$ cat config.mk
export PLATFORM = sky130hd
export DESIGN_NAME = agc_power_peak_detect
export DESIGN_NICKNAME = d
export VERILOG_FILES = /design/src/rtl/agc_power_peak_detect.sv
export SDC_FILE = /design/constraint.sdc
export NUM_CORES = 2
export LEC_CHECK = 0
export ABC_AREA = 1
export CORE_ASPECT_RATIO = 0.8
export CORE_MARGIN = 2
export CORE_UTILIZATION = 25
export DETAILED_ROUTE_END_ITERATION = 7
export GPL_TIMING_DRIVEN = 1
export PLACE_DENSITY = 0.37
export SYNTH_ARGS = -nofsm -noshare
export SYNTH_HDL_FRONTEND = slang
export SYNTH_SLANG_ARGS = --single-unit
$ cat constraint.sdc
create_clock -name i_clk -period 16.1 [get_ports i_clk]
set_input_delay 3.22 -clock i_clk [delete_from_list [all_inputs] [get_ports i_clk]]
set_output_delay 3.22 -clock i_clk [all_outputs]
set_load 0.02 [all_outputs]
$ cat src/rtl/agc_power_peak_detect.sv
// rtl/agc_power_peak_detect.sv - I/Q instantaneous power peak/mean detector feeding the AGC loop
//
// Purpose:
//   Squares signed baseband I/Q samples, tracks the peak (and optionally the mean)
//   of I^2+Q^2 over windows of 2**WIN_LOG2 valid samples, and presents the result
//   with a one-cycle strobe when each window closes. Latency from sample to the
//   processing of that sample is 3 clocks.
//
// Optional feature macro: AGC_MEAN_POWER_EN
//   defined     - 48-bit sum accumulator, o_power_mean = window sum >> WIN_LOG2
//   not defined - no accumulator, o_power_mean tied to zero
//
// Ports:
//   i_clk          working clock
//   i_rst          asynchronous reset, active-high
//   i_clr          synchronous clear: abort current window and restart
//   i_data_vld     I/Q sample valid, one sample per high cycle
//   i_data_i       signed I sample
//   i_data_q       signed Q sample
//   o_power_peak   max I^2+Q^2 of last completed window, held between strobes
//   o_power_mean   mean I^2+Q^2 of last completed window
//   o_abs_ena      one-cycle strobe, peak/mean updated this cycle
//   o_win_cnt      valid samples accumulated in current window

module agc_power_peak_detect #(
   parameter int WIN_LOG2 = 10,
   parameter int DW       = 16
) (
   input  logic                 i_clk,
   input  logic                 i_rst,
   input  logic                 i_clr,
   input  logic                 i_data_vld,
   input  logic signed [DW-1:0] i_data_i,
   input  logic signed [DW-1:0] i_data_q,
   output logic [31:0]          o_power_peak,
   output logic [31:0]          o_power_mean,
   output logic                 o_abs_ena,
   output logic [15:0]          o_win_cnt
);

   localparam logic [WIN_LOG2-1:0] CNT_MAX = '1;

   typedef enum logic {S_IDLE, S_ACC} state_t;

   state_t               r_state;
   state_t               w_state_n;
   logic                 w_close;

   logic                 r_vld0, r_vld1, r_vld2;
   logic signed [DW-1:0] r_i, r_q;
   logic [30:0]          r_i2, r_q2;
   logic [31:0]          r_p;
   logic signed [31:0]   w_i_ext, w_q_ext;

   logic [WIN_LOG2-1:0]  r_cnt;
   logic [31:0]          r_peak_acc;
   logic [31:0]          r_power_peak;
   logic                 r_abs_ena;
   logic [31:0]          w_peak_max;

   assign w_i_ext = 32'(r_i);
   assign w_q_ext = 32'(r_q);

   // Squares of a 16-bit signed value never exceed 2^30, so 31 bits hold them and
   // their sum (max 2^31) fits 32 bits unsigned without saturation.
   always_ff @(posedge i_clk or posedge i_rst) begin
      if (i_rst) begin
         r_vld0 <= 1'b0;
         r_vld1 <= 1'b0;
         r_vld2 <= 1'b0;
         r_i    <= '0;
         r_q    <= '0;
         r_i2   <= '0;
         r_q2   <= '0;
         r_p    <= '0;
      end else begin
         r_vld0 <= i_data_vld & ~i_clr;
         r_vld1 <= r_vld0 & ~i_clr;
         r_vld2 <= r_vld1 & ~i_clr;
         r_i    <= i_data_i;
         r_q    <= i_data_q;
         r_i2   <= 31'(w_i_ext * w_i_ext);
         r_q2   <= 31'(w_q_ext * w_q_ext);
         r_p    <= 32'(r_i2) + 32'(r_q2);
      end
   end

   assign w_peak_max = (r_p > r_peak_acc) ? r_p : r_peak_acc;

   always_ff @(posedge i_clk or posedge i_rst) begin
      if (i_rst) begin
         r_state <= S_IDLE;
      end else begin
         r_state <= w_state_n;
      end
   end

   // Window closes on the last valid power sample; a coincident clear suppresses it.
   always_comb begin
      w_state_n = r_state;
      w_close   = 1'b0;
      if (r_vld2) begin
         case (r_state)
            S_IDLE: w_state_n = S_ACC;
            S_ACC: begin
               if (r_cnt == CNT_MAX) begin
                  w_close   = 1'b1;
                  w_state_n = S_IDLE;
               end
            end
            default: w_state_n = S_IDLE;
         endcase
      end
      if (i_clr) begin
         w_state_n = S_IDLE;
         w_close   = 1'b0;
      end
   end

   always_ff @(posedge i_clk or posedge i_rst) begin
      if (i_rst) begin
         r_cnt        <= '0;
         r_peak_acc   <= '0;
         r_power_peak <= '0;
         r_abs_ena    <= 1'b0;
      end else begin
         r_abs_ena <= w_close;
         if (i_clr) begin
            r_cnt      <= '0;
            r_peak_acc <= '0;
         end else if (r_vld2) begin
            // Counter wraps to zero on the closing sample.
            r_cnt      <= r_cnt + 1'b1;
            // First sample of a window loads directly, discarding the old peak.
            r_peak_acc <= (r_state == S_IDLE) ? r_p : w_peak_max;
            if (w_close) begin
               r_power_peak <= w_peak_max;
            end
         end
      end
   end

`ifdef AGC_MEAN_POWER_EN
   logic [47:0] r_sum;
   logic [47:0] w_sum_next;
   logic [31:0] r_power_mean;

   assign w_sum_next = r_sum + 48'(r_p);

   always_ff @(posedge i_clk or posedge i_rst) begin
      if (i_rst) begin
         r_sum        <= '0;
         r_power_mean <= '0;
      end else begin
         if (i_clr) begin
            r_sum <= '0;
         end else if (r_vld2) begin
            r_sum <= (r_state == S_IDLE) ? 48'(r_p) : w_sum_next;
            if (w_close) begin
               r_power_mean <= 32'(w_sum_next >> WIN_LOG2);
            end
         end
      end
   end

   assign o_power_mean = r_power_mean;
`else
   assign o_power_mean = 32'd0;
`endif

   assign o_power_peak = r_power_peak;
   assign o_abs_ena    = r_abs_ena;
   assign o_win_cnt    = 16'(r_cnt);

endmodule

# --- Word-level counts from Yosys, hierarchy flattened ---
# Cells that the tools add are included.
# Widths: inputs -> output; s select.
word_totals:
  regBits: 205
  latch_bits: 0
  ramBits: 0
  rom_bits: 0
  input_bits: 36
  out_inout_bits: 81
  wordCells: 40
  memories: 0
classes:
  add_sub_neg: 2
  multipliers: 2
  div: 0
  magnitude_cmp: 1
  n_eq_ne: 1
  n_shift: 0
  n_mux: 14
  bitwise: 5
  reduce_logical: 2
op_table:
  columns: ["op", "n"]
  rows:
  - ["$mux 32", 4]
  - ["$mul 16x16->31", 2]
  - ["$add 31x31->32", 1]
  - ["$gt 32x32->1", 1]
  - ["$mux 10", 2]
  - ["$add 10x1->10 const B", 1]
  - ["$eq 10x10->1 const B", 1]
  - ["$mux 1", 7]
  - ["$and 1x1->1", 3]
  - ["$reduce_and 3->1", 1]
  - ["$not 1->1", 2]
  - ["$pmux 1 s2", 1]
  - ["$reduce_bool 2->1", 1]

# --- Depth between registers and ports, before layout ---
depth:
  word_depth: 6
  ltp_mapped: 27
  depth_no_buf: 26

# --- Least setup slack after synthesis ---
# No wires, ideal clock.
synth_timing:
  kind: "flip-flop to flip-flop"
  startpoint: "reg r_q[15]"
  endpoint: "reg r_q2[27]"
  setup_ns: 0.124
  arrival_time_ns: 5.566
  required_ns: 15.976
  path_slack_ns: 10.410
  path_stages_with_launch: 24
  n_path_buf: 2
  synth_period_minus_slack_ns: 5.690
  cell_sequence: "dfrtp_1 clkbuf_1 clkbuf_1 nand2_1 inv_1 fa_1 inv_1 fa_1 inv_1 fa_1 fa_1 fa_1 inv_1 fa_1 inv_1 ha_1 nand2_1 nor2_1 inv_1 nor2_1 nand3_1 nand3_1 a21oi_1 xnor2_1"
synth_via:
  elab_chain_len: 1
synth_lines:
  columns: ["item", "line_no", "source"]
  rows:
  - ["from (decl)", "50", "logic signed [DW-1:0] r_i, r_q;"]
  - ["from (signal assigned)", "81", "r_q <= i_data_q;"]
  - ["$mul 16x16->31", "83", "r_q2 <= 31'(w_q_ext * w_q_ext);"]
  - ["to (signal assigned)", "83", null]
  - ["to (decl)", "51", "logic [30:0] r_i2, r_q2;"]
# Every way passes these cells.
# A chain may end at the register's enable or synchronous reset.

# --- Final worst setup path ---
layout_timing:
  startpoint: "reg r_i[15]"
  endpoint: "reg r_i2[28]"
layout_via:
  elab_chain_len: 1
layout_lines:
  columns: ["item", "line_no", "source"]
  rows:
  - ["from (decl)", "50", null]
  - ["from (signal assigned)", "80", "r_i <= i_data_i;"]
  - ["$mul 16x16->31", "82", "r_i2 <= 31'(w_i_ext * w_i_ext);"]
  - ["to (signal assigned)", "82", null]
  - ["to (decl)", "51", null]
# Every way passes these cells.

==> impl_metrics.yaml <==
run_status:
  status: "complete, no violations"
clock_tree:
  clockBufferDepth: 3
  h-tree-depth: 1
  cts_setup_buffers: 0
  path_clk_slew_ns: 0.06
  cts_root_buf: "clkbuf_16"
  cts_tree: "built"
  ctsResizeCount: 0
  cts-hold-fix-buffers: 0
  numCtsBuffers: 29
  clk_latency_ns: 0.64
  cts_sinks: 203
global_routing:
  grt_pass1_wl_um: 120000
  grt_max_degree: 111
  track_usage_pct: 13.3
  grt_pass1_vias: 21400
  antenna_found_initial: 2
  gr-total-overflow: 0
final_layout:
  fin_nets: 4072
  fillCellCount: 12000
  drive_gt1_share_pct: 3.21
  final_cell_count_no_fill: 4806
  areaGrowthSynthToFinish_pct: 11.3
  antenna_cells: 0
yosys:
  ys_warn_count: 0
  ys_async_sr_fraction_pct: 100
  yosys-top-cells-area: "fa_1 33%, dfrtp_1 18%, inv_1 11%, ha_1 11%, nand2_1 9.4%"
  synth_top_area_share_pct: 32.8
  synthTopCellsByCount: "845 x inv_1, 695 x nand2_1, 457 x fa_1"
  ys_types: 51
  synth_area_leader_cell: "fa_1"
  netlist_area_um2: 27900
  yosysSeqAreaShare_pct: 18.2
  postSynthAreaPerCell_um2: 8.42
  yosysMostFrequentCell: "inv_1"
  synthFlopType: "dfrtp_1"
  postSynthCellCount: 3312
  synth_edf_count: 0
  ys_ff_latch: 203
route:
  drt-initial-drc-count: 1050
  vias_per_cell: 4.18
  via_count: 20100
  post_drt_wl_per_cell_um: 15.3
  drt.antenna.violating_nets: 0
  drt-pass1-iter-count: 7
  remaining_drc_errors: 0
  routed_wl_um: 73500
setup_path:
  cp_common_cell: "fa_1"
  crit_path_cell_trace: "clkinv_1 -> nor2_1 -> xnor2_1 -> ha_1 -> a31o_2 -> fa_1 -> fa_1 -> fa_1 -> fa_1 -> inv_1 -> fa_1 -> inv_1 -> ha_1 -> nand4_1 -> nor2_1 -> nand4_1 -> nand3_1 -> nand2_1 -> nand2_1 -> nand2_1 -> nand3_1 -> nand2_1"
  critPathRequiredTime_ns: 16.62
  crit_path_start_kind: "register"
  critPathMaxFanout: 22
  crit_family: "adder cells"
  crit_slowest_cell: "dfrtp_1"
  critPathBufInv: 3
  slowest_delay_ns: 0.92
  crit_arrival_ns: 7.33
  end_kind: "register"
  crit_type: "reg2reg"
timing:
  skew_ns: 0.0210
  tns_ns: 0
  setup_violations: 0
  max_slew_margin_pct: 40.2
  tightest_slew_ns: 0.897
  hold_viol: 0
  drv_slew: 0
  max_freq_mhz: 147
  finalCriticalPeriod_ns: 6.81
  fin_crit_sh_pct: 42.3
  rsz0062_at_grt: "no"
place:
  placedCellCount: 4754
  io_buffers: 78
  gp_congestion: 0.846
  dp_hpwl_um: 60200
floorplanning:
  start_util_pct: 25.2
  rows: 109
  dieHeight_um: 303
  ios: 117
  core_um2: 110000
  die_area_um2: 114000
  chipWidth_um: 377
hold_path:
  hp-class: "reg2reg"
run:
  drv_cap: 0
## logic make-up after synthesis
group / after synthesis / share of synthesized area (%)
AOI/OAI and AO/OA: 233 / 4.82
xor gates and xnor gates: 111 / 3.49
adders and majority gates: 694 / 43.5
buffers and inverters: 982 / 13.9
DFF: 203 / 18.2
other: 1 / 0.0135
and+or+nand+nor: 1088 / 16.1
## sequential cells by signal, indices dropped and copies added (netlist names)
signal and cells:
o_abs_ena 1, o_power_peak 32, r_cnt 10, r_i 16, r_i2 30, r_p 32
r_peak_acc 32, r_q 16, r_q2 30, r_state 1, r_vld0 1, r_vld1 1
r_vld2 1
## worst paths after layout
path                       cells past startpoint  slack, ns        to  startpoint
max                                           22       9.29  r_i2[28]     r_i[15]
min                                            2       0.47    r_vld2      r_vld1
min in group asynchronous                      2       3.16  r_cnt[5]       i_rst
min reg2reg                                    2       0.47    r_vld2      r_vld1
max reg2reg                                   22       9.29  r_i2[28]     r_i[15]
max in group asynchronous                      3      11.60  r_q2[17]       i_rst
## through the flow
| step | hold slack, ns | setup WS [ns] | util, % | area [um2] |
|---|---|---|---|---|
| after global routing | 0.491 | 8.67 | 28.1 | 31000 |
| after global placement | 0.456 | 9.38 | 27.2 | 30100 |
| after detailed placement | 0.448 | 9.35 | 27.2 | 30100 |
| after CTS | 0.475 | 9.33 | 28.1 | 31000 |
| final | 0.468 | 9.29 | 28.1 | 31000 |
| after floorplan | 0.352 | 7.34 | - | 28000 |
## worst min-delay path: cells and delay by family (launching register included)
kind / cells / cell delay, ns
buffers and inverters: 1 / 0.04
flip-flops: 1 / 0.33
AND/OR/NAND/NOR: 1 / 0.07
## layout make-up
| class | instances | area [um2] | area share [%] |
|---|---|---|---|
| multi-input combinational | 2164 | 19100 | 61.4 |
| clock buffer | 38 | 800 | 2.58 |
| clock inverter | 14 | 180 | 0.581 |
| sequential | 203 | 5080 | 16.4 |
| timing repair buffer | 96 | 916 | 2.95 |
| tap | 1443 | 1810 | 5.82 |
| inverter | 848 | 3190 | 10.3 |
## metal layers
layer,part of all wire [%],vias to the layer above,track usage [%]
met5,0,-,0
met4,1.5,0,2.06
met3,3.3,48,1.53
met2,44,280,21.1
met1,51,9986,19.9
li1,-,9798,-
## cell usage in the layout (no fill, tap or decap), types with 4 or more instances in the layout
cell type	count
ha_1	237
nor4_1	4
o21ai_0	49
xnor2_1	42
buf_4	18
dfrtp_1	202
conb_1	38
nand3_1	126
clkdlybuf4s50_1	78
nor3_1	24
a31oi_1	4
inv_1	844
a31o_2	5
clkinv_2	4
clkbuf_1	5
nand4_1	20
nand2_2	21
clkbuf_8	4
a21oi_1	120
a21o_1	14
o211ai_1	8
o21a_1	7
o21bai_1	7
xor2_1	69
clkbuf_16	29
fa_1	457
nor2_1	180
nand2_1	695
Power is left out: the tool's default activity adds up to more than one toggle a clock period on the data nets, which glitch-free logic cannot reach.
